<file path="src/rtl/cp0_regfile.sv">
// Coprocessor-0 register file: Status/Cause/EPC, Count/Compare timer,
// external interrupt synchroniser and the pending-interrupt request.
module cp0_regfile #(
   parameter logic [31:0] PRID     = 32'h0000_0001,
   parameter bit          TIMER_EN = 1'b1
) (
   input  logic        clk,
   input  logic        rst,
   input  logic        int_i,
   input  logic        CauseEPCWrite_i,
   input  logic [1:0]  Cause_i,
   input  logic [1:0]  EPCOp_i,
   input  logic        RETOp_i,
   input  logic        CRFWrite_i,
   input  logic [4:0]  rd_i,
   input  logic [31:0] wdata_i,
   input  logic [31:0] NPC_id_i,
   input  logic [31:0] NPC_ex_i,
   input  logic [31:0] PC_int_i,
   output logic [31:0] rdata_o,
   output logic [31:0] Status_o,
   output logic [31:0] Cause_o,
   output logic [31:0] EPC_o,
   output logic        INT_o
);

   localparam logic [4:0] REG_COUNT   = 5'd9;
   localparam logic [4:0] REG_COMPARE = 5'd11;
   localparam logic [4:0] REG_STATUS  = 5'd12;
   localparam logic [4:0] REG_CAUSE   = 5'd13;
   localparam logic [4:0] REG_EPC     = 5'd14;
   localparam logic [4:0] REG_PRID    = 5'd15;

   logic        status_ie;
   logic        status_pie;
   logic [7:0]  status_im;
   logic [4:0]  exc_code;
   logic        ip2;
   logic        ip7;
   logic [31:0] epc;
   logic [31:0] count;
   logic [31:0] compare;
   logic        int_sync1;
   logic        int_sync2;

   logic [4:0]  exc_code_nxt;
   logic [31:0] epc_nxt;
   logic        wr_count;
   logic        wr_compare;
   logic        wr_status;
   logic        wr_epc;

   always_comb begin
      exc_code_nxt = 5'd0;
      case (Cause_i)
         2'b00: exc_code_nxt = 5'd0;
         2'b01: exc_code_nxt = 5'd8;
         2'b10: exc_code_nxt = 5'd10;
         2'b11: exc_code_nxt = 5'd12;
         default: exc_code_nxt = 5'd0;
      endcase
   end

   always_comb begin
      epc_nxt = epc;
      case (EPCOp_i)
         2'b00: epc_nxt = NPC_id_i;
         2'b01: epc_nxt = NPC_ex_i;
         2'b10: epc_nxt = PC_int_i;
         default: epc_nxt = epc;
      endcase
   end

   assign wr_count   = CRFWrite_i && (rd_i == REG_COUNT);
   assign wr_compare = CRFWrite_i && (rd_i == REG_COMPARE);
   assign wr_status  = CRFWrite_i && (rd_i == REG_STATUS);
   assign wr_epc     = CRFWrite_i && (rd_i == REG_EPC);

   always_ff @(posedge clk) begin
      if (rst) begin
         status_ie  <= 1'b0;
         status_pie <= 1'b0;
         status_im  <= 8'd0;
         exc_code   <= 5'd0;
         ip2        <= 1'b0;
         ip7        <= 1'b0;
         epc        <= 32'd0;
         count      <= 32'd0;
         compare    <= 32'd0;
         int_sync1  <= 1'b0;
         int_sync2  <= 1'b0;
      end else begin
         int_sync1 <= int_i;
         int_sync2 <= int_sync1;
         ip2       <= int_sync2;

         // Count/Compare are outside the exception priority chain.
         if (TIMER_EN) begin
            count <= wr_count ? wdata_i : count + 32'd1;
            if (wr_compare)
               ip7 <= 1'b0;
            else if (count == compare)
               ip7 <= 1'b1;
         end else begin
            count <= 32'd0;
            ip7   <= 1'b0;
         end
         if (wr_compare)
            compare <= wdata_i;

         if (CauseEPCWrite_i) begin
            status_pie <= status_ie;
            status_ie  <= 1'b0;
            exc_code   <= exc_code_nxt;
            epc        <= epc_nxt;
         end else if (RETOp_i) begin
            status_ie <= status_pie;
         end else begin
            if (wr_status) begin
               status_im  <= wdata_i[15:8];
               status_pie <= wdata_i[1];
               status_ie  <= wdata_i[0];
            end
            if (wr_epc)
               epc <= wdata_i;
         end
      end
   end

   assign Status_o = {16'd0, status_im, 6'd0, status_pie, status_ie};
   assign Cause_o  = {16'd0, ip7, 4'd0, ip2, 3'd0, exc_code, 2'd0};
   assign EPC_o    = epc;
   assign INT_o    = status_ie & ((ip2 & status_im[2]) | (ip7 & status_im[7]));

   always_comb begin
      rdata_o = 32'd0;
      case (rd_i)
         REG_COUNT:   rdata_o = count;
         REG_COMPARE: rdata_o = compare;
         REG_STATUS:  rdata_o = Status_o;
         REG_CAUSE:   rdata_o = Cause_o;
         REG_EPC:     rdata_o = epc;
         REG_PRID:    rdata_o = PRID;
         default:     rdata_o = 32'd0;
      endcase
   end

endmodule

</file>
<file path="config.mk">
export PLATFORM = sky130hd
export DESIGN_NAME = cp0_regfile
export DESIGN_NICKNAME = d
export VERILOG_FILES = /design/src/rtl/cp0_regfile.sv
export SDC_FILE = /design/constraint.sdc
export NUM_CORES = 1
export LEC_CHECK = 0
export BUFFER_PORTS_ARGS = -buffer_cell sky130_fd_sc_hd__buf_2
export CELL_PAD_IN_SITES_DETAIL_PLACEMENT = 0
export CELL_PAD_IN_SITES_GLOBAL_PLACEMENT = 1
export CORE_MARGIN = 1.5
export CORE_UTILIZATION = 35
export CTS_CLUSTER_SIZE = 28
export DETAILED_ROUTE_END_ITERATION = 8
export PLACE_DENSITY_LB_ADDON = 0.1
export SETUP_SLACK_MARGIN = 0.3
export SYNTH_ARGS = -nofsm -noshare
export SYNTH_HDL_FRONTEND = slang
export SYNTH_SLANG_ARGS = --single-unit
</file>
<file path="constraint.sdc">
create_clock -name clk -period 2.53 [get_ports clk]
set_input_delay 0.506 -clock clk [delete_from_list [all_inputs] [get_ports clk]]
set_output_delay 0.506 -clock clk [all_outputs]
set_load 0.05 [all_outputs]
</file>
## Word-level counts from Yosys, hierarchy flattened

Cells that the tools add are included.

- Add/sub/neg operators: 1
- Equal/unequal tests: 14
- Multiplexer cells: 12
- Bitwise logic cells: 6
- Reduce and logical (&&, ||, !) cells: 14

Operators with widths:

| cell | count |
|---|---|
| 32-bit case mux with 6 select lines | 1 |
| 32-bit two-way mux | 4 |
| 32-bit case mux with 3 select lines | 1 |
| 32-bit by 1-bit adder with 32-bit output, second input constant | 1 |
| 32-bit equality test | 1 |
| 5-bit by 4-bit equality test with 1-bit output, second input constant | 6 |
| 5-bit case mux with 4 select lines | 1 |
| 2-bit equality test, second input constant | 3 |
| 3-bit AND reduction | 2 |
| 2-bit nonzero test | 3 |
| 1-bit two-way mux | 5 |
| 2-bit by 1-bit equality test with 1-bit output, second input constant | 2 |
| 1-bit logical AND | 4 |
| 2-bit zero test | 2 |
| 4-bit by 1-bit != test with 1-bit output, second input constant | 1 |
| 2-bit OR reduction | 2 |
| 1-bit AND | 3 |
| 2-bit != test, second input constant | 1 |
| 1-bit inverter | 2 |
| 2-bit AND reduction | 1 |
| 1-bit OR | 1 |

- Register bits: 115
- Input port bits: 143
- Output and inout bits: 129
- Word-level logic and storage cells: 58

## Logic depth before layout (Yosys ltp)

Gate-level depths: netlist of the first run.

- Depth in word-level cells: 5
- Depth in mapped cells: 8
- Depth with buffers taken out: 6

## Least setup slack after synthesis of the first run

No wires, ideal clock.

- Path type: input to output
- Start: input rd_i[1]
- End: output rdata_o[0]
- Arrival time: 2675 ps
- Data required time: 2024 ps
- Path slack: -651 ps
- Stages: 6
- Path buffers: 2
- Path through: clkbuf_1 clkbuf_1 o21ai_0 o21ai_0 a21oi_1 nor3b_1

- Longest elaborated chain between the ends: 2
- Elaborated cells between the ends (all ways): 7
- Those cells by class: eq/ne (6); mux (1)

Ends and longest elaborated chain:

| item | RTL line | RTL |
|---|---|---|
| start, declared | 15 | `input logic [4:0] rd_i,` |
| 5-bit by 4-bit equality test with 1-bit output | 137 | `case (rd_i)` |
| 32-bit case mux with 6 select lines (*) | 137 |  |
| end, declared | 20 | `output logic [31:0] rdata_o,` |

Mark *: on every way between the ends. The rest lies on a longest branch, timed or not.

## Worst setup path after layout of the first run

- Start: input rd_i[3]
- End: output rdata_o[10]

The elaborated chain is that of the path after synthesis.

==> metrics.yaml, run 1 <==
hold_class: "in2reg"
first_pass_iters: 5
rr_worst_depth: 5
fin_nets: 1227
synth.cell_area_um2: 6870
initial_core_util_pct: 35.5
top_usage_layer: "met2"
clock-root-buffer: "clkbuf_16"
min_period_over_period_pct: 93.8
clkLatencyLatePin_ns: 0.41
routedWlPerCell_um: 17.8
synth_cells: 866
cts_made_buffers: 17
die_y_um: 143
r2r_setup_slack_ns: 0.38
clk_pin_slew_worst_paths_ns: 0.05
critical_path_arrival_ns: 1.87
drc: 0
hold_viol_final: 0
numPortBuffers: 222
syn_to_final_growth_pct: 36.5
fmax_ghz: 0.421
die_w_um: 143
synth_flop_cell: "dfxtp_1"
vdd_drop_max_uv: 433
synth_common_cells: "dfxtp_1 (113), nor2_1 (112), nand2_1 (81)"
grt_usage_pct: 24.1
grt_pass1_wl_um: 37400
worst_pin_slew_ns: 0.610
h-tree-depth: 4
slew_viol_final: 0
grtUsageMet2_pct: 42.2
finClkSkew_ns: 0.00718
die_area_um2: 20500
grt_use_met3_pct: 3.59
top_level_ports: 272
grt_max_degree: 60
synth_async_sr_flop_share_pct: 0
ys_warn_count: 0
wl_um: 24200
layout-drive-gt1-share_pct: 33.0
antenna_found_initial: 1
synth_top_area_share_pct: 33.0
leakagePower_nw: 3.94
instances_no_fill: 1359
dpl.hpwl_um: 18100
synth_area_leader_cell: "dfxtp_1"
ant_nets: 0
postSynthAreaPerCell_um2: 7.93
first_global_vias: 6512
rsz0062_at_grt: "true"
yosysSeqAreaShare_pct: 33.0
crit_path_start_kind: "input pin"
vias: 6881
slew_headroom_pct: 58.8
synth_edf_count: 0
crit_start: "rd_i[3]"
status: "finished, final reports clean"
critPathKind: "in2out"
synth.area.top_cells: "dfxtp_1 (33%), mux2i_1 (7.6%), a211oi_1 (6.7%), xnor2_1 (6.6%), nor2_1 (6.1%)"
cts.sinks: 113
cp-endpoint: "rdata_o[10]"
max_cap_violations: 0
vias_per_cell: 5.06
worstReg2RegStart: "count[7]"
cp.required_ns: 2.02
cts.path.max_buffers: 2
gp_congestion: 0.798
core_area_um2: 19300
crit_path_max_fanout: 8
setup_viol: 0
r2r_end: "count[29]"
grt_use_met1_pct: 31.0
fin_crit_ns: 2.37
cts_tree: "done"
grt-ovfl-total: 0
placed_cells: 1322
ys_seq_elements: 113
dr.first_iter.drc_count: 445
cp-end-kind: "output pin"
rows: 51
yosysMostFrequentCell: "dfxtp_1"
final_util_pct: 48.5
power_density_nw_per_um2: 589
hold_buffers: 0
ys_types: 42
## metal layers
metal,share of wire [%],vias to the layer above,wire (µm)
met5,0,-,0
met3,4.5,16,1100
met1,44,3220,10700
met2,50,214,12100
li1,-,3431,-
met4,1.0,0,242
## worst max-delay path: stages
cell,delay (ns)
buf_6,0.09
nor3b_4,0.14
buf_6,0.12
and3b_2,0.23
buf_12,0.16
buf_12,0.14
a221o_1,0.31
buf_6,0.16
## power by group
| part | internal [mW] | total [mW] | switching [mW] | leakage (nW) |
|---|---|---|---|---|
| combinational | 0.340 | 1.09 | 0.753 | 2.72 |
| clock | 1.65 | 2.50 | 0.848 | 0.299 |
| sequential | 1.85 | 1.92 | 0.0707 | 0.923 |
| total | 3.84 | 5.51 | 1.67 | 3.94 |
## through the flow
stage	setup WS, ns	setup TNS, ns	cell area, µm²	hold slack, ns	power [mW]
2_1_floorplan	0.328	0	7100	0.414	2.74
3_3_place_gp	-0.0134	-0.0789	8380	0.418	3.04
3_5_place_dp	-0.0161	-0.0417	8380	0.422	3.04
4_1_cts	0.145	0	9270	0.291	5.56
5_1_grt	0.0901	0	9370	0.321	5.75
6_report	0.157	0	9370	0.305	5.51
## state kept, by name, summed over array words and instances, names as in the netlist, 3 cells and up
register / count
status_im: 8
count: 32
EPC_o: 32
compare: 32
exc_code: 3
## cell families after synthesis
logic type      synth area share [%]
fa+ha+maj                      0.729
mux                             7.91
buf+inv                         11.0
compound gates                  21.5
other cells                   0.0546
simple gates                    18.3
xor+xnor                        7.65
flops                           33.0
## layout make-up
class	instances	area, µm²
clock buffers	23	488
diodes	1	2.50
fillers	1975	9970
flip-flops and latches	113	2270
multi-input cells	655	4170
clock inverters	9	129
well taps	265	332
repair buffers	269	1890
inverters	24	90.1
## placed cells by master, fill, tap and decap left out, types with 19 or more instances in the layout
| master | n |
|---|---|
| buf_2 | 186 |
| nor2_1 | 111 |
| dfxtp_1 | 107 |
| nand2_1 | 78 |
| a21oi_1 | 69 |
| a211oi_1 | 61 |
| mux2i_1 | 52 |
| xnor2_1 | 52 |
| conb_1 | 49 |
| a22oi_1 | 36 |
| buf_4 | 34 |
| buf_6 | 28 |
| a222oi_1 | 19 |
| inv_2 | 19 |
## worst min-delay path by stage
stage	endpoint	start	depth (start not counted)
6_report	int_sync1	int_i	2
5_1_grt	int_sync1	int_i	2
4_1_cts	int_sync1	int_i	2
3_5_place_dp	ip2	int_sync2	1
3_3_place_gp	ip2	int_sync2	1
2_1_floorplan	int_sync2	int_sync1	1
## timing repair
action,4_1_cts,5_1_grt
endpoints found under the hold margin,0,0
pin swaps,21,11
buffers inserted,2,2
resized for setup,79,24
endpoints found under the setup margin,32,33
Power figures use the tool's default switching activity.
==> inputs of run 2 (changes only) <==
==> constraint.sdc (replaced) <==
create_clock -name clk -period 2.53 [get_ports clk]
set_input_delay 0.253 -clock clk [delete_from_list [all_inputs] [get_ports clk]]
set_output_delay 0.253 -clock clk [all_outputs]
set_load 0.05 [all_outputs]
==> run 2 against run 1 <==
- critical path depth is 3 lower
- clock skew is 0.0016 ns higher
- clock-buffer cell count is 1 lower
- core utilization is 3.2 points lower
- flip-flop and latch count stayed put
- clock power is 4% lower
- wire length is 2.3% lower
- combinational power is 4% lower
- die area stayed put
- final cell count is 1.2% lower
- worst setup slack better by 0.22 ns
==> metrics.yaml, run 2 (synthesized netlist as in run 1, its figures left out) <==
finClkSkew_ns: 0.00878  # was 0.00718 ns
rows: 51  # unchanged
vias_per_cell: 5.03  # was 5.06
grt_usage_pct: 23.5  # was 24.1%
hp-start: "int_i"  # unchanged
cts.path.max_buffers: 2  # unchanged
power_density_nw_per_um2: 615  # was 589 nW/µm²
slew_headroom_pct: 55.0  # was 58.8%
core_area_um2: 19300  # unchanged
fillers: 2049  # was 1975
fmax_ghz: 0.465  # was 0.421 GHz
hold_class: "in2reg"  # unchanged
numPortBuffers: 222  # unchanged
dr.first_iter.drc_count: 442  # was 445
top_level_ports: 272  # unchanged
die_area_um2: 20500  # unchanged
p_switching_mw: 1.68  # was 1.67 mW
vias: 6757  # was 6881
slew_viol_final: 0  # unchanged
dpl.hpwl_um: 17600  # was 18100 µm
cts_tree: "done"  # unchanged
setup_viol: 0  # unchanged
ant_nets: 0  # unchanged
h-tree-depth: 4  # unchanged
power.internal_mw: 3.71  # was 3.84 mW
first_global_vias: 6317  # was 6512
vdd_drop_max_uv: 420  # was 433 µV
combPwrFrac_pct: 19.5  # was 19.8%
swShare_pct: 31.2  # was 30.3%
finalPower_mw: 5.38  # was 5.51 mW
die_y_um: 143  # unchanged
seqPwrFrac_pct: 35.7  # was 34.9%
gp_congestion: 0.847  # was 0.798
antenna_found_initial: 0  # was 1
grt_max_degree: 65  # was 60
max_cap_violations: 0  # unchanged
status: "finished, final reports clean"  # unchanged
setup_tns_ns: 0  # unchanged
critical_path_arrival_ns: 2.48  # was 1.87 ns
worst_pin_slew_ns: 0.674  # was 0.610 ns
wl_um: 23600  # was 24200 µm
cp-end-kind: "register"  # was output pin
crit_start: "count[9]"  # was rd_i[3]
post_cts_buffers: 0  # was 2
hold_viol_final: 0  # unchanged
leakagePower_nw: 3.81  # was 3.94 nW
final_cell_mix: "buf_2 (219), nor2_1 (111), dfxtp_1 (108)"  # was buf_2 (186), nor2_1 (111), dfxtp_1 (107)
worstReg2RegStart: "count[9]"  # was count[7]
cts_made_buffers: 17  # unchanged
routedWlPerCell_um: 17.6  # was 17.8 µm
clk_pin_slew_worst_paths_ns: 0.05  # about the same
grt-ovfl-total: 0  # unchanged
layout-drive-gt1-share_pct: 28.1  # was 33.0%
die_w_um: 143  # unchanged
syn_to_final_growth_pct: 27.5  # was 36.5%
fin_crit_ns: 2.15  # was 2.37 ns
rsz0062_at_grt: "false"  # was true
final_common_cell: "buf_2"  # unchanged
grt_pass1_wl_um: 36400  # was 37400 µm
clock-root-buffer: "clkbuf_16"  # unchanged
crit_path_start_kind: "register"  # was input pin
ctsResizeCount: 0  # was 79
hold_buffers: 0  # unchanged
first_pass_iters: 5  # unchanged
diodes: 0  # was 1
clkLatencyLatePin_ns: 0.42  # was 0.41 ns
cts.sinks: 113  # unchanged
critPathKind: "reg2reg"  # was in2out
fin_nets: 1212  # was 1227
initial_core_util_pct: 35.5  # unchanged
pwr-share-clk_pct: 44.7  # was 45.3%
drc: 0  # unchanged
crit_path_max_fanout: 6  # was 8
min_period_over_period_pct: 85.0  # was 93.8%
cp.required_ns: 2.86  # was 2.02 ns
## run 2: changes by cell type in the layout (fill, tap and decap cells not counted), moves of 3 or more
cell	previous run	this run
inv_1	5	24
buf_4	34	31
buf_6	28	0
o21ai_2	8	0
buf_8	7	0
buf_12	14	4
a22oi_2	10	0
a22oi_1	36	46
o21ai_1	0	7
buf_2	186	219
inv_2	19	0
## run 2: cell type report
class	count	area, µm²	area share, %
tap	265	332	3.79
clock buffer	22	484	5.53
timing repair buffer	254	1410	16.1
multi-input combinational	655	4070	46.4
inverter	24	90.1	1.03
clock inverter	10	108	1.23
sequential	113	2270	25.9
## run 2: worst paths after layout
kind	end	slack [ns]	cells after the start
worst max-delay path	count[29]	0.38	5
worst min-delay path	int_sync1	0.06	2
worst max register to register	count[29]	0.38	5
worst min register to register	int_sync2	0.44	1
## run 2: per-layer routing
layer	up-vias	global-route usage, %	part of all wire, %
li1	3394	-	-
met2	216	39.4	47
met1	3129	30.7	46
met4	0	5.64	1.2
met5	-	0	0
met3	18	5.00	5.5
## run 2: per-stage QoR
step	cell area, µm²	instances	util, %	hold slack [ns]	setup slack, ns
2_1_floorplan	7050	914	-	0.381	0.336
3_3_place_gp	8150	1311	42.1	0.420	0.397
3_5_place_dp	8150	1311	42.1	0.429	0.323
4_1_cts	8740	1343	45.2	0.0522	0.311
5_1_grt	8760	1343	45.3	0.0766	0.304
6_report	8760	1343	45.3	0.0646	0.380
## run 2: critical path, stage by stage (launching register included)
cell and delay, ns:
dfxtp_1 0.43, and4_1 0.30, nand2_2 0.12, or3_4 0.44, or4_1 0.51, a311oi_1 0.25
## run 2: power by group through the flow
| stage | sequential, mW | clock, mW | combinational [mW] |
|---|---|---|---|
| global placement | 1.96 | 0 | 1.06 |
| finish | 1.92 | 2.41 | 1.05 |
| global route | 1.93 | 2.54 | 1.14 |
| CTS | 1.92 | 2.45 | 1.06 |
| detailed placement | 1.96 | 0 | 1.06 |
| floorplan | 2.12 | 0 | 0.615 |
==> inputs of run 3 (changes only) <==
Settings changed: CORE_UTILIZATION 35 to 32.
Clock period 2.53 ns to 1.77 ns, I/O delays scaled along.
==> run 3 against run 2 <==
- the flow now finishes with violations (negative setup slack)
- clock-buffer cell count did not move
- sequential power is 43% higher
- final cell count grew 7.0%
- wire length is 13% higher
- clock skew down 0.00076 ns
- critical path type unchanged
- critical endpoint unchanged
==> metrics.yaml, run 3 (synthesized netlist as in run 1, its figures left out) <==
final_common_cell: "buf_2"  # unchanged
dr.first_iter.drc_count: 584  # was 442
placed_cells: 1381  # was 1311
hold_viol_final: 0  # unchanged
die_w_um: 149  # was 143 µm
syn_to_final_growth_pct: 55.5  # was 27.5%
pre_cts_ws_ns: -0.204  # was 0.323 ns
setup_slack_ns: -0.122  # was 0.380 ns
r2r_end: "count[29]"  # unchanged
h-tree-depth: 4  # unchanged
max_cap_violations: 0  # unchanged
setup_viol: 6  # was 0
final_util_pct: 50.8  # was 45.3%
hp-start: "wdata_i[25]"  # was int_i
grt_pass1_wl_um: 40000  # was 36400 µm
gp_congestion: 0.816  # was 0.847
finClkSkew_ns: 0.00802  # was 0.00878 ns
ant_nets: 0  # unchanged
multi_input_area_um2: 4620  # was 4070 µm²
worst_pin_slew_ns: 0.581  # was 0.674 ns
cp-end-kind: "register"  # unchanged
layout-drive-gt1-share_pct: 42.7  # was 28.1%
antenna_found_initial: 1  # was 0
cts.path.max_buffers: 2  # unchanged
clkLatencyLatePin_ns: 0.42  # about the same
hold_ws_ns: 0.0236  # was 0.0646 ns
diodes: 0  # unchanged
fin_nets: 1296  # was 1212
cts.sinks: 113  # unchanged
numPortBuffers: 222  # unchanged
slew_headroom_pct: 61.2  # was 55.0%
critPathKind: "reg2reg"  # unchanged
fin_crit_ns: 1.89  # was 2.15 ns
top_level_ports: 272  # unchanged
grt_max_degree: 42  # was 65
first_pass_iters: 7  # was 5
slew_viol_final: 0  # unchanged
post-route-cell-area_um2: 10700  # was 8760 µm²
r2r_setup_slack_ns: -0.12  # was 0.38 ns
vias: 7270  # was 6757
placed_area_um2: 8930  # was 8150 µm²
hold_class: "in2reg"  # unchanged
cp.required_ns: 2.09  # was 2.86 ns
vdd_drop_max_uv: 530  # was 420 µV
rr_worst_depth: 5  # unchanged
vias_per_cell: 5.06  # was 5.03
routedWlPerCell_um: 18.6  # was 17.6 µm
crit_path_start_kind: "register"  # unchanged
violations: "negative setup slack"
crit_path_max_fanout: 2  # was 6
clock-root-buffer: "clkbuf_16"  # unchanged
die_y_um: 149  # was 143 µm
first_global_vias: 6952  # was 6317
min_period_over_period_pct: 107  # was 85.0%
power_density_nw_per_um2: 762  # was 615 nW/µm²
clk_pin_slew_worst_paths_ns: 0.06  # was 0.05 ns
initial_core_util_pct: 32.7  # was 35.5%
status: "finished with violations"  # was finished, final reports clean
worstReg2RegStart: "count[4]"  # was count[9]
fillers: 2056  # was 2049
drc: 0  # unchanged
final_cell_mix: "buf_2 (184), nor2_1 (107), dfxtp_1 (91)"  # was buf_2 (219), nor2_1 (111), dfxtp_1 (108)
leakagePower_nw: 4.59  # was 3.81 nW
regArea_um2: 2290  # was 2270 µm²
wl_um: 26700  # was 23600 µm
hold_depth: 3  # was 2
critical_path_arrival_ns: 2.21  # was 2.48 ns
die_area_um2: 22300  # was 20500 µm²
core_area_um2: 21000  # was 19300 µm²
fmax_ghz: 0.528  # was 0.465 GHz
grt_usage_pct: 23.5  # about the same
cts_tree: "done"  # unchanged
min_to: "compare[25]"  # was int_sync1
cts_made_buffers: 17  # unchanged
grt-ovfl-total: 0  # unchanged
rsz0062_at_grt: "true"  # was false
instances_no_fill: 1437  # was 1343
dpl.hpwl_um: 19100  # was 17600 µm
rows: 53  # was 51
## run 3: stage by stage
step                      total power, mW  setup TNS [ns]
after floorplan                      3.93          -0.316
after global placement               4.41          -0.976
after detailed placement             4.42           -1.80
after CTS                            8.15          -0.121
after global routing                 8.44          -0.876
final                                8.13          -0.274
## run 3: layer usage
metal  wire (µm)  global-route usage (%)  share of wire [%]  up-vias
li1            -                       -                  -     3577
met1       11800                    30.1                 44     3460
met2       13200                    40.6                 49      209
met3        1230                    4.82                4.6       24
met4         422                    5.15                1.6        0
met5           0                       0                  0        -
## run 3: how the worst max path moves through the flow
stage,start,to,slack (ns),cells after the start
after floorplan,count[4],count[29],-0.24,7
after global placement,count[7],count[29],-0.15,5
after detailed placement,count[7],count[29],-0.20,5
after CTS,count[16],count[29],-0.06,5
after global routing,count[16],count[29],-0.15,5
final,count[4],count[29],-0.12,5
## run 3: power breakdown
part           switching (mW)  total [mW]  internal, mW  leakage [nW]
Sequential             0.0930        2.74          2.65         0.930
Clock                    1.22        3.65          2.42         0.296
Combinational            1.15        1.74         0.593          3.37
## run 3: layout make-up
type                            count  area share [%]
Sequential cell                   113            21.5
Timing Repair Buffer              338            25.4
Multi-Input combinational cell    655            43.2
Inverter                           24           0.867
Tap cell                          275            3.22
Clock buffer                       22            4.35
Clock inverter                     10            1.48
## run 3: timing repair
item	in CTS	in global routing
gates resized for setup	189	38
cloned	4	1
pin swaps	66	42
endpoints found under the setup margin	57	62
setup buffers	12	6
endpoints found under the hold margin	1	0
hold buffers	1	0
## run 3: critical path, cell delays in order, from the launching register on
cell      delay (ns)
dfxtp_2         0.33
and4_4          0.26
nand4_4         0.10
or3_4           0.35
or4_4           0.49
a311oi_2        0.27
